File: config.mk
export PLATFORM = sky130hd
export DESIGN_NAME = alu_mul_seq_flat
export DESIGN_NICKNAME = d
export VERILOG_FILES = /design/src/rtl/alu_mul_seq_if.sv /design/src/rtl/alu_mul_seq.sv /design/src/flat_wrapper.sv
export SDC_FILE = /design/constraint.sdc
export NUM_CORES = 1
export LEC_CHECK = 0
export BUFFER_PORTS_ARGS = -buffer_cell sky130_fd_sc_hd__buf_2
export CORE_MARGIN = 1.5
export CORE_UTILIZATION = 30
export CTS_CLUSTER_DIAMETER = 100
export DETAILED_ROUTE_END_ITERATION = 10
export GPL_TIMING_DRIVEN = 0
export PLACE_DENSITY = 0.51
export SYNTH_ARGS = -nofsm -noshare
export SYNTH_HDL_FRONTEND = slang
export SYNTH_SLANG_ARGS = --single-unit
File: constraint.sdc
create_clock -name clk -period 3.6 [get_ports clk]
set_clock_uncertainty 0.05 [all_clocks]
set_input_delay 0.72 -clock clk [delete_from_list [all_inputs] [get_ports clk]]
set_output_delay 0.72 -clock clk [all_outputs]
set_load 0.05 [all_outputs]
File: src/rtl/alu_mul_seq_if.sv
// rtl/alu_mul_seq_if.sv - start/busy/done request bus plus the borrowed-ALU drive lines of the multiply sequencer
interface alu_mul_seq_if;
  logic        start;
  logic [15:0] op_a;
  logic [15:0] op_b;
  logic        busy;
  logic        done;
  logic [15:0] result;
  logic        ovfl;
  logic        alu_req;
  logic [15:0] alu_a;
  logic [15:0] alu_b;
  logic [4:0]  alu_ctrl;
  logic [15:0] alu_out;
  logic        alu_ovfl;

  modport master (
    output start, op_a, op_b, alu_out, alu_ovfl,
    input  busy, done, result, ovfl, alu_req, alu_a, alu_b, alu_ctrl
  );

  modport slave (
    input  start, op_a, op_b, alu_out, alu_ovfl,
    output busy, done, result, ovfl, alu_req, alu_a, alu_b, alu_ctrl
  );
endinterface

File: src/rtl/alu_mul_seq.sv
// rtl/alu_mul_seq.sv - shift-and-add 16x16 (low half) multiplier that borrows the shared CPU ALU
module alu_mul_seq (
  input  logic         clk,
  input  logic         rst,
  alu_mul_seq_if.slave bus
);
  localparam logic [4:0] ALU_ADD = 5'h00;
  localparam logic [4:0] ALU_SHL = 5'h05;

  typedef enum logic [1:0] {
    S_IDLE  = 2'd0,
    S_ADD   = 2'd1,
    S_SHIFT = 2'd2,
    S_DONE  = 2'd3
  } state_t;

  state_t      r_state;
  state_t      w_next;
  logic [15:0] r_mcand;
  logic [15:0] r_mplr;
  logic [15:0] r_acc;
  logic        r_ovf_acc;
  logic [15:0] r_result;
  logic        r_ovfl;
  logic [15:0] w_mplr_shr;

  assign w_mplr_shr = {1'b0, r_mplr[15:1]};

  always_ff @(posedge clk) begin
    if (rst) begin
      r_state <= S_IDLE;
    end else begin
      r_state <= w_next;
    end
  end

  always_comb begin
    w_next       = r_state;
    bus.alu_req  = 1'b0;
    bus.alu_a    = 16'h0000;
    bus.alu_b    = 16'h0000;
    bus.alu_ctrl = ALU_ADD;
    case (r_state)
      S_IDLE: begin
        if (bus.start) begin
          w_next = (bus.op_b == 16'h0000) ? S_DONE : S_ADD;
        end
      end
      S_ADD: begin
        bus.alu_req  = 1'b1;
        bus.alu_ctrl = ALU_ADD;
        bus.alu_a    = r_acc;
        bus.alu_b    = r_mcand;
        w_next       = S_SHIFT;
      end
      S_SHIFT: begin
        bus.alu_req  = 1'b1;
        bus.alu_ctrl = ALU_SHL;
        bus.alu_a    = r_mcand;
        bus.alu_b    = 16'h0001;
        w_next       = (w_mplr_shr == 16'h0000) ? S_DONE : S_ADD;
      end
      S_DONE: begin
        w_next = S_IDLE;
      end
      default: begin
        w_next = S_IDLE;
      end
    endcase
  end

  // The ADD cycle is always spent; only a set multiplier bit commits the sum.
  always_ff @(posedge clk) begin
    if (rst) begin
      r_mcand   <= 16'h0000;
      r_mplr    <= 16'h0000;
      r_acc     <= 16'h0000;
      r_ovf_acc <= 1'b0;
      r_result  <= 16'h0000;
      r_ovfl    <= 1'b0;
    end else begin
      case (r_state)
        S_IDLE: begin
          if (bus.start) begin
            r_mcand   <= bus.op_a;
            r_mplr    <= bus.op_b;
            r_acc     <= 16'h0000;
            r_ovf_acc <= 1'b0;
          end
        end
        S_ADD: begin
          if (r_mplr[0]) begin
            r_acc     <= bus.alu_out;
            r_ovf_acc <= r_ovf_acc | bus.alu_ovfl;
          end
        end
        S_SHIFT: begin
          r_mcand <= bus.alu_out;
          r_mplr  <= w_mplr_shr;
        end
        S_DONE: begin
          r_result <= r_acc;
          r_ovfl   <= r_ovf_acc;
        end
        default: begin
        end
      endcase
    end
  end

  assign bus.busy   = (r_state != S_IDLE);
  assign bus.done   = (r_state == S_DONE);
  assign bus.result = r_result;
  assign bus.ovfl   = r_ovfl;
endmodule

File: src/flat_wrapper.sv
// flat-port wrapper written by rule: the top's interface ports become plain ports
module alu_mul_seq_flat 
  (clk, rst, bus_start, bus_op_a, bus_op_b, bus_alu_out, bus_alu_ovfl, bus_busy, bus_done, bus_result, bus_ovfl, bus_alu_req, bus_alu_a, bus_alu_b, bus_alu_ctrl);
  alu_mul_seq_if bus_i ();
  input  logic clk;
  input  logic rst;
  input wire logic [$bits(bus_i.start)-1:0] bus_start;
  input wire logic [$bits(bus_i.op_a)-1:0] bus_op_a;
  input wire logic [$bits(bus_i.op_b)-1:0] bus_op_b;
  input wire logic [$bits(bus_i.alu_out)-1:0] bus_alu_out;
  input wire logic [$bits(bus_i.alu_ovfl)-1:0] bus_alu_ovfl;
  output wire logic [$bits(bus_i.busy)-1:0] bus_busy;
  output wire logic [$bits(bus_i.done)-1:0] bus_done;
  output wire logic [$bits(bus_i.result)-1:0] bus_result;
  output wire logic [$bits(bus_i.ovfl)-1:0] bus_ovfl;
  output wire logic [$bits(bus_i.alu_req)-1:0] bus_alu_req;
  output wire logic [$bits(bus_i.alu_a)-1:0] bus_alu_a;
  output wire logic [$bits(bus_i.alu_b)-1:0] bus_alu_b;
  output wire logic [$bits(bus_i.alu_ctrl)-1:0] bus_alu_ctrl;
  assign bus_i.start = bus_start;
  assign bus_i.op_a = bus_op_a;
  assign bus_i.op_b = bus_op_b;
  assign bus_i.alu_out = bus_alu_out;
  assign bus_i.alu_ovfl = bus_alu_ovfl;
  assign bus_busy = bus_i.busy;
  assign bus_done = bus_i.done;
  assign bus_result = bus_i.result;
  assign bus_ovfl = bus_i.ovfl;
  assign bus_alu_req = bus_i.alu_req;
  assign bus_alu_a = bus_i.alu_a;
  assign bus_alu_b = bus_i.alu_b;
  assign bus_alu_ctrl = bus_i.alu_ctrl;
  alu_mul_seq u_core (.clk(clk), .rst(rst), .bus(bus_i));
endmodule
# Word level (Yosys, flattened, before mapping)
# Cells that the tools add are included.
[op_classes]
reduce_logical = 9
mux = 18
n_bitwise = 1
n_eq_ne = 5
[op_table]
columns = ["operator", "count"]
rows = [
  ["one-hot mux 16 bit (2 select lines)", 5],
  ["two-way mux 16 bit", 4],
  ["logical NOT 16 bit", 2],
  ["one-hot mux 2 bit (4 select lines)", 1],
  ["two-way mux 2 bit", 3],
  ["nonzero test 2 bit", 3],
  ["equality test 2 bit, second input constant", 2],
  ["two-way mux 1 bit", 3],
  ["two-way mux 3 bit", 1],
  ["AND reduction 3 bit", 1],
  ["equality test 2 x 1 -> 1 bit, second input constant", 1],
  ["logical NOT 2 bit", 1],
  ["inequality test 2 x 1 -> 1 bit, second input constant", 1],
  ["inequality test 2 bit, second input constant", 1],
  ["one-hot mux 1 bit (2 select lines)", 1],
  ["AND reduction 2 bit", 1],
  ["OR reduction 2 bit", 1],
  ["bitwise OR 1 bit", 1],
]
[totals]
register_bits = 68
inputBits = 52
out_inout_bits = 57
word_cells = 40

# Depth between registers and ports, before layout
# Gate-level depths: netlist (run 1).
[depth]
depth_word = 4
ltp_mapped = 7
ltp_nobuf = 6

# Least setup slack after synthesis (run 1)
# Ideal clock, no wire load.
[synth_timing]
kind = "register to output"
startpoint = "register u_core.r_state[0]"
endpoint = "output bus_alu_b[0]"
stages_incl_launch_ff = 7
n_path_buf = 2
path_slack_ns = 0.597
required_time_ns = 2.830
arrival_ns = 2.233
path_cell_list = "dfxtp_1 inv_1 ha_1 buf_2 buf_2 a21oi_1 nor2b_1"
[synth_via]
elab_chain_cells = 2
elab_cells_between_ends = 3
classes_between = "eq/ne (2); mux (1)"
[synth_lines]
columns = ["item", "line", "rtl"]
rows = [
  ["start: declaration", "alu_mul_seq.sv:17", "state_t r_state;"],
  ["start signal: assignment", "alu_mul_seq.sv:33", "r_state <= w_next;"],
  ["equality test 2 bit / equality test 2 x 1 -> 1 bit (equally long branches)", "alu_mul_seq.sv:43", "case (r_state)"],
  ["one-hot mux 16 bit (2 select lines) *", "alu_mul_seq.sv:43", ""],
  ["end: declaration", "flat_wrapper.sv:18", "output wire logic [$bits(bus_i.alu_b)-1:0] bus_alu_b;"],
]
# Mark *: on every way between the ends. The rest lies on a longest branch, timed or not.

# Worst setup path after layout (run 1)
[layout_timing]
startpoint = "register u_core.r_state[1]"
endpoint = "output bus_alu_a[13]"
[layout_via]
elab_chain_cells = 2
elab_cells_between_ends = 3
classes_between = "eq/ne (2); mux (1)"
[layout_lines]
columns = ["item", "line", "rtl"]
rows = [
  ["equality test 2 bit / equality test 2 x 1 -> 1 bit (equally long branches)", "alu_mul_seq.sv:43", ""],
  ["one-hot mux 16 bit (2 select lines) *", "alu_mul_seq.sv:43", ""],
  ["end: declaration", "flat_wrapper.sv:17", "output wire logic [$bits(bus_i.alu_a)-1:0] bus_alu_a;"],
]
# Marks and branches as above.

==> results.md, run 1 <==
- Run status: finished clean
- Number of global-route vias before repair: 2763
- R2R cell count: 6
- FF-to-FF setup slack: 1.43 ns
- Hold EP: u_core.r_ovf_acc
- Least-Margin Pin Slew: 0.669 ns
- Critical hold path startpoint: u_core.r_ovf_acc
- Worst skew pair latency: 0.33 ns
- Startpoint types: flop
- PwrDens: between 500 and 600 nW/µm²
- Synth Flop Type: dfxtp_1
- Synth area leader: dfxtp_1
- Max H-tree Level: 3
- Unrepaired setup endpoints after global routing: no
- CP cell instances: inv_1, ha_2, and2_1, clkbuf_1, buf_2, a22o_1, buf_2
- Crit-path slowest cell: ha_2
- Asr flop ratio synth: 0%
- Antenna diodes: 0
- Fin Setup TNS: 0 ns
- FMAX: about 0.30 GHz
- Vias per cell: 4.75
- Seq cells post-synth: 68
- Via Count: 2796
- Sequential fraction of design power: about two fifths
- Worst Hold Depth: 2
- GRT Overall Usage: 17.3%
- Post-synth cell types: 32
- Setup slack after layout: 0.267 ns
- Core footprint: 10400 µm²
- Io pins: 109
- Cell mode on critical path: buf_2
- Placed Instances: 575
- Arrival @ worst endpoint: 2.56 ns
- PortBufs: 104
- Final Hold Vio Count: 0
- Cts hold-fix bufs: 0
- Row count: 37
- Number of antenna violations at the first check in global routing: 0
- 1st-iter DRT viols: 105
- MaxCap Viol Count: 0
- Area grow syn2layout: 27.5%
- Placer congestion estimate: around 0.81
- CP peak stage delay: 0.49 ns
- NetSw: between 0.0008 and 0.0009 W
- CP Buf/Inv Count: 4
- R2R Path End: u_core.r_ovf_acc
- ANT nets after route: 0
- Cell Area, Synth: 3230 µm²
- Min-delay worst type: flop to flop
- Clk network pwr share: between 20% and 30%
- Layout Utilization: 39.8%
- Die height: 107 µm
- Drc violations: 0
- Most common cell after layout, fill and taps aside: buf_2
- Starting Density: 31.2%
- Tot Pwr: around 0.0023 W
- Root Driver: clkbuf_8
- Relative slew slack: 55.4%
- VDD IR max: 0.223 mV
- Mapped Cells: 333
- # setup viols final: 0
- Reg2Reg Launch Point: u_core.r_state[1]
- TritonCTS Sinks: 68
- Cell Int Power: 0.00148 W
- Max-slew violations: 0
- Critical Path RT: 2.83 ns
- Die Wd: 107 µm
- Fraction of layout cells with a size suffix above 1: 33.1%
- Critical path class: flop to primary output
- Crit-path max FO: 11
- Lkg Pwr: between 1.5 and 2 nW
- Switching share of power: 36.2%
- Placed wire-length estimate: 7.03 mm
- Die ar.: approximately 11000 µm²
- Yosys Warn Count: 0
- Final net count: 507
- Avg WL per Cell: 16.3 µm
- CTS buffer count: 9
- Clock transition at path regs: 0.07 ns
- CTS tree: built
- Time the worst path needs with I/O delays and setup: between 3 and 4 ns
- Comb pwr share: 33.1%
- CP delay by family, top: buffers and inverters
- Period utilization: around 93%
- Pre-CTS WS: around 0.57 ns
- CTS Buffer Depth: 2
- Crit end category: primary output
- Non-filler cells, final: 589
- Ranking of synthesized cells by area: dfxtp_1, mux2i_1, a211oi_1
- Synth top area share: a little over two fifths
- Drt pass-1 iters: 4
- Post-synthesis sequential area ratio: between 40% and 50%
- Syn_area_per_cell: 9.71 µm²
- Post-synth EDFFs: 0
- First-pass GRT wire length: between 10 and 15 mm
- Setup Buffers After CTS: 0
- Maximum number of pins on one net before global-route repair: 12
- Commonest non-fill, non-tap cells in the layout: buf_2, dfxtp_1, mux2i_1
- GRT Residual Overflow: 0
- Routed WL: 9.62 mm
## cell usage after synthesis (2+ instances only)
master     n
ha_1       5
nor2_2     9
buf_4      6
buf_2     11
mux2i_1   66
a22o_1    15
nor2_1    59
and2_1     2
nor2b_1    3
buf_6      3
clkbuf_1  11
a211oi_1  32
nor4_1     5
dfxtp_1   68
and3_1    15
inv_1      5
nor3_1     2
a21oi_1    2
## power groups by stage
stage | combinational (W) | clock [W] | sequential [W]
finish | 0.000771 | 0.000626 | 0.000929
floorplan | 0.000570 | 0 | 0.000933
CTS | 0.000779 | 0.000641 | 0.000928
global placement | 0.000770 | 0 | 0.000943
global route | 0.000836 | 0.000683 | 0.000944
detailed placement | 0.000777 | 0 | 0.000945
## how the worst max path moves through the flow
| stage | startpoint | endpoint | depth (start not counted) | slack (ns) |
|---|---|---|---|---|
| final | u_core.r_state[1] | bus_alu_a[13] | 7 | 0.27 |
| after global routing | u_core.r_state[0] | bus_alu_a[13] | 7 | 0.09 |
| after CTS | u_core.r_state[1] | bus_alu_a[13] | 7 | 0.20 |
| after detailed placement | u_core.r_state[0] | bus_alu_a[13] | 7 | 0.57 |
| after global placement | u_core.r_state[0] | bus_alu_a[13] | 7 | 0.59 |
| after floorplan | u_core.r_state[0] | bus_alu_b[0] | 6 | 0.60 |
## flip-flops by register name, indices dropped and copies added (netlist names)
signal             count
u_core.bus.ovfl        1
u_core.bus.result     16
u_core.r_acc          16
u_core.r_mcand        16
u_core.r_mplr         16
u_core.r_ovf_acc       1
u_core.r_state         2
## stage by stage
| step | cell area (µm²) | hold WS [ns] |
|---|---|---|
| 3_5_place_dp | 3930 | 0.413 |
| 5_1_grt | 4130 | 0.459 |
| 4_1_cts | 4120 | 0.430 |
| 6_report | 4130 | 0.424 |
| 3_3_place_gp | 3930 | 0.405 |
| 2_1_floorplan | 3240 | 0.387 |
## worst reg2reg max path, cell delays in order (launching register included)
cell      delay, ns
dfxtp_1        0.38
inv_1          0.10
ha_1           0.24
clkbuf_1       0.33
o31ai_4        0.57
buf_4          0.32
nor2_1         0.07
## cell families after synthesis
logic type      synth area share (%)
other cells                    0.116
flops                           42.1
compound gates                  13.8
fa+ha+maj                       1.93
buf+inv                         6.46
simple gates                    14.8
mux                             20.8
## layer usage
metal / up-vias / GRT usage (%) / wire length, µm
li1: 1416 / - / -
met1: 1283 / 23.7 / 4590
met2: 87 / 27.2 / 4390
met3: 10 / 3.65 / 538
met4: 0 / 5.24 / 102
met5: - / 0 / 0
## cell type report
| type | instances | area [µm²] |
|---|---|---|
| clock inverter | 2 | 35.0 |
| sequential | 68 | 1360 |
| multi-input combinational | 230 | 1670 |
| inverter | 5 | 18.8 |
| buffer | 32 | 190 |
| clock buffer | 12 | 155 |
| fill | 1103 | 6240 |
| tap | 136 | 170 |
| timing repair buffer | 104 | 520 |
## what timing repair did
action / CTS / global route
endpoints found under the setup margin: 0 / 4
resized for setup: 0 / 1
endpoints found under the hold margin: 0 / 0
No activity file was read; power rests on OpenSTA's default activity.
==> run 2, diff against run 1 <==
MAX_ROUTING_LAYER = met4   (was default)
==> run 2 against run 1 <==
Net effect:
- wire length grew 0.17%
- sequential share of layout area is the same
- flip-flop and latch count is the same
- global-route usage grew 0.52 points
- critical path depth is the same
- final area is the same
- register-to-register slack is essentially flat
- core utilization is the same
- count of clock-buffer cells in the layout is the same
- largest cell class unchanged
- largest power group unchanged
- highest routed layer unchanged
==> results.md, run 2 (synthesis results as in run 1) <==
- Drt pass-1 iters: 4
- Critical path class: flop to primary output
- PortBufs: 104
- Relative slew slack: between 50% and 60%
- Final net count: 507
- Die ar.: 11400 µm²
- Worst Hold Depth: 2
- Least-Margin Pin Slew: roughly 0.67 ns
- Commonest non-fill, non-tap cells in the layout: buf_2, dfxtp_1, mux2i_1
- PwrDens: 565 nW/µm²
- Metal3 WL: 462 µm
- # setup viols final: 0
- Most common cell after layout, fill and taps aside: buf_2
- Number of antenna violations at the first check in global routing: 0
- Cts hold-fix bufs: 0
- Period utilization: 92.9%
- Area grow syn2layout: 27.5%
- Routed WL: 9.63 mm
- Unrepaired setup endpoints after global routing: no
- Clock transition at path regs: 0.07 ns
- Number of global-route vias before repair: 2760
- Post-CTS sizing: 0
- Arrival @ worst endpoint: 2.57 ns
- Tot Pwr: 0.00233 W
- 1st-iter DRT viols: 95
- Io pins: 109
- Via Count: 2791
- CTS tree: built
- Fraction of layout cells with a size suffix above 1: between 30% and 40%
- Min-delay worst type: flop to flop
- Met1 WL: 4.69 mm
- Avg WL per Cell: roughly 16 µm
- Drc violations: 0
- Root Driver: clkbuf_8
- Row count: 37
- Setup Buffers After CTS: 0
- Die height: 107 µm
- Startpoint types: flop
- TritonCTS Sinks: 68
- Starting Density: 31.2%
- Cell mode on critical path: buf_2
- Placed wire-length estimate: 7.03 mm
- Placer congestion estimate: 0.821
- ANT nets after route: 0
- Time the worst path needs with I/O delays and setup: around 3.3 ns
- Layout filler cell count: 1103
- VDD IR max: 0.224 mV
- FMAX: 0.299 GHz
- Critical Path RT: 2.83 ns
- Maximum number of pins on one net before global-route repair: 12
- Top Metal Used: met4
- CTS Buffer Depth: 2
- Crit-path slowest cell: ha_2
- Crit end category: primary output
- Antenna diodes: 0
- GRT Overall Usage: ~18%
- CTS buffer count: 9
- Run status: finished clean
- CP peak stage delay: 0.49 ns
- Crit-path max FO: 11
- Core footprint: 10400 µm²
- GRT Residual Overflow: 0
- Fin Setup TNS: 0 ns
- First-pass GRT wire length: 14.9 mm
- Worst skew pair latency: 0.34 ns
- Final Hold Vio Count: 0
- Max H-tree Level: 3
- Vias per cell: 4.74
- Die Wd: approximately 110 µm
- CP cell instances: inv_1, ha_2, and2_1, clkbuf_1, buf_2, a22o_1, buf_2
- MaxCap Viol Count: 0
- Max-slew violations: 0
- Lkg Pwr: 1.85 nW
- R2R cell count: 6
- Wire length on met2: 4.39 mm
run 2: area by class of cell:
cell class	count	area, µm²	share of cell area, %
inverters	5	18.8	0.455
flip-flops and latches	68	1360	33.0
repair buffers	104	520	12.6
clock buffers	12	155	3.76
clock inverters	2	35.0	0.849
well taps	136	170	4.12
multi-input cells	230	1670	40.6
plain buffers	32	190	4.61
run 2: power breakdown:
group	total [W]	switching, W	internal [W]
Clock	0.000627	0.000278	0.000350
Sequential	0.000930	0.0000748	0.000855
Combinational	0.000772	0.000492	0.000280
Total	0.00233	0.000844	0.00148
run 2: metrics by stage:
stage                     area [µm²]  util [%]  instances  setup slack [ns]  hold WS (ns)
after floorplan                 3240         -        335             0.597         0.387
after global placement          3930      37.9        575             0.589         0.405
after detailed placement        3930      37.9        575             0.573         0.413
after CTS                       4120      39.8        589             0.199         0.430
after global routing            4130      39.8        589            0.0886         0.459
final                           4130      39.8        589             0.256         0.424
run 2: worst max-delay path: cells and delay by family (launching register included):
family	cells	cell delay (ns)
buffers and inverters	4	0.99
adders and majority gates	1	0.49
DFF	1	0.38
and+or+nand+nor	1	0.16
AOI/OAI and AO/OA	1	0.21
run 2: worst paths after layout:
check	start	to	slack, ns
worst max-delay path	u_core.r_state[1]	bus_alu_a[13]	0.26
worst min-delay path	u_core.r_ovf_acc	u_core.r_ovf_acc	0.42
worst min register to register	u_core.r_ovf_acc	u_core.r_ovf_acc	0.42
worst max register to register	u_core.r_state[1]	u_core.r_ovf_acc	1.43
run 2: routing by layer:
metal  vias to the layer above  global-route usage, %
met3                         6                   3.77
met4                         0                   4.95
li1                       1416                      -
met5                         -                      -
met2                        77                   27.2
met1                      1292                   23.8
==> run 3, diff against run 2 <==
GPL_TIMING_DRIVEN = default   (was 0)
==> run 3 against run 2 <==
Net effect:
- clock power rose by 1%
- final area is 2.9% lower
- maximum frequency increased by 5.7%
- critical endpoint is now bus_alu_a[1]
- highest routed layer unchanged
==> results.md, run 3 (synthesis results as in run 1) <==
- CTS tree: built
- Sequential fraction of design power: 41.0%
- PwrDens: 569 nW/µm²
- Max H-tree Level: 3
- 1st-iter DRT viols: 101
- GRT Residual Overflow: 0
- Final Hold Vio Count: 0
- Critical Path RT: 2.83 ns
- Final net count: 483
- Die height: 107 µm
- CTS buffer count: 9
- Number of antenna violations at the first check in global routing: 0
- Crit-path max FO: 15
- Starting Density: a little under a third
- Fin Setup TNS: 0 ns
- ANT nets after route: 0
- Avg WL per Cell: 16.1 µm
- Setup Buffers After CTS: 0
- Run status: finished clean
- Wire length on met2: 4.26 mm
- Min-delay worst type: flop to flop
- Placed wire-length estimate: 6.34 mm
- Lkg Pwr: 1.77 nW
- MaxCap Viol Count: 0
- Row count: 37
- Drc violations: 0
- Least-Margin Pin Slew: 1.00 ns
- Cts hold-fix bufs: 0
- Period utilization: roughly 88%
- Comb pwr share: around 31%
- FMAX: 0.316 GHz
- Core footprint: 10400 µm²
- First-pass GRT wire length: roughly 14 mm
- GRT Overall Usage: 16.9%
- Max-slew violations: 0
- Routed WL: 9.13 mm
- Clk network pwr share: 27.9%
- Worst skew pair latency: 0.34 ns
- Worst hold slack: 0.425 ns
- Relative slew slack: about a third
- Layout filler cell count: 1079
- Unrepaired setup endpoints after global routing: no
- Antenna diodes: 0
- Top Metal Used: met4
- VDD IR max: 0.184 mV
- Switching share of power: a little over a third
- Post-CTS sizing: 0
- PortBufs: 105
- Drt pass-1 iters: 4
- Most common cell after layout, fill and taps aside: buf_2
- Placer congestion estimate: around 0.75
- CP peak stage delay: between 0.6 and 0.7 ns
- TritonCTS Sinks: 68
- Startpoint types: flop
- CTS Buffer Depth: 2
- Die Wd: around 110 µm
- Fraction of layout cells with a size suffix above 1: between 30% and 40%
- CP cell instances: inv_1, ha_1, and2_1, a22o_1, buf_2
- Met1 WL: 4.26 mm
- Crit end category: primary output
- Io pins: 109
- Die ar.: 11400 µm²
- Number of global-route vias before repair: 2810
- Commonest non-fill, non-tap cells in the layout: buf_2, dfxtp_1, mux2i_1
- Clock transition at path regs: 0.07 ns
- Metal3 WL: 569 µm
- Crit-path slowest cell: and2_1
- NetSw: ~0.00082 W
- Cell Int Power: 0.00146 W
- Critical path class: flop to primary output
- Maximum number of pins on one net before global-route repair: 40
- Arrival @ worst endpoint: around 2.4 ns
- Via Count: 2719
- # setup viols final: 0
- Time the worst path needs with I/O delays and setup: 3.16 ns
- Vias per cell: around 4.8
- Area grow syn2layout: 23.8%
- Root Driver: clkbuf_8
[run 3: cell types whose count changed in the layout (fill, tap and decap cells not counted), sizes merged]
cell,before,now
buf,125,112
clkbuf,23,12
clkinv,1,2
clkinvlp,0,1
[run 3: per-layer routing]
metal,track usage [%],vias to the layer above
met1,21.0,1255
met5,-,-
li1,-,1371
met4,4.76,0
met2,27.0,91
met3,4.56,2
[run 3: power groups by stage]
| stage | clock network [W] | logic [W] | registers, W |
|---|---|---|---|
| final | 0.000636 | 0.000708 | 0.000935 |
| after global placement | 0 | 0.000702 | 0.000949 |
| after global routing | 0.000705 | 0.000777 | 0.000948 |
| after floorplan | 0 | 0.000570 | 0.000933 |
| after detailed placement | 0 | 0.000717 | 0.000950 |
| after CTS | 0.000661 | 0.000718 | 0.000934 |
[run 3: critical path: cells and delay by family, from the launching register on]
kind | cells | cell delay (ns)
DFF | 1 | 0.39
AOI/OAI and AO/OA | 1 | 0.28
adders and majority gates | 1 | 0.39
buffers and inverters | 2 | 0.37
and+or+nand+nor | 1 | 0.62
[run 3: path summary, 6_finish.rpt]
| check | from | end | slack [ns] | cells after the start |
|---|---|---|---|---|
| hold reg to reg | u_core.r_ovf_acc | u_core.r_ovf_acc | 0.42 | 2 |
| setup / recovery | u_core.r_state[0] | bus_alu_a[1] | 0.44 | 5 |
| hold / removal | u_core.r_ovf_acc | u_core.r_ovf_acc | 0.42 | 2 |
| setup reg to reg | u_core.r_state[1] | u_core.r_acc[13] | 1.29 | 7 |
[run 3: per-stage QoR]
stage                     cells  util, %  total power [W]  setup slack (ns)  area, µm²
after detailed placement    551     36.7          0.00167             0.808       3800
after global routing        567     38.6          0.00243             0.275       4010
final                       567     38.6          0.00228             0.437       4010
after floorplan             335        -          0.00150             0.597       3240
after global placement      551     36.7          0.00165             0.895       3800
after CTS                   567     38.6          0.00231             0.420       4010
[run 3: layout make-up]
type	count	area, µm²	share of cell area [%]
Inverter	5	18.8	0.469
Tap cell	136	170	4.25
Clock inverter	4	47.5	1.19
Sequential cell	68	1360	34.0
Clock buffer	12	155	3.87
Timing Repair Buffer	112	578	14.4
Multi-Input combinational cell	230	1670	41.8
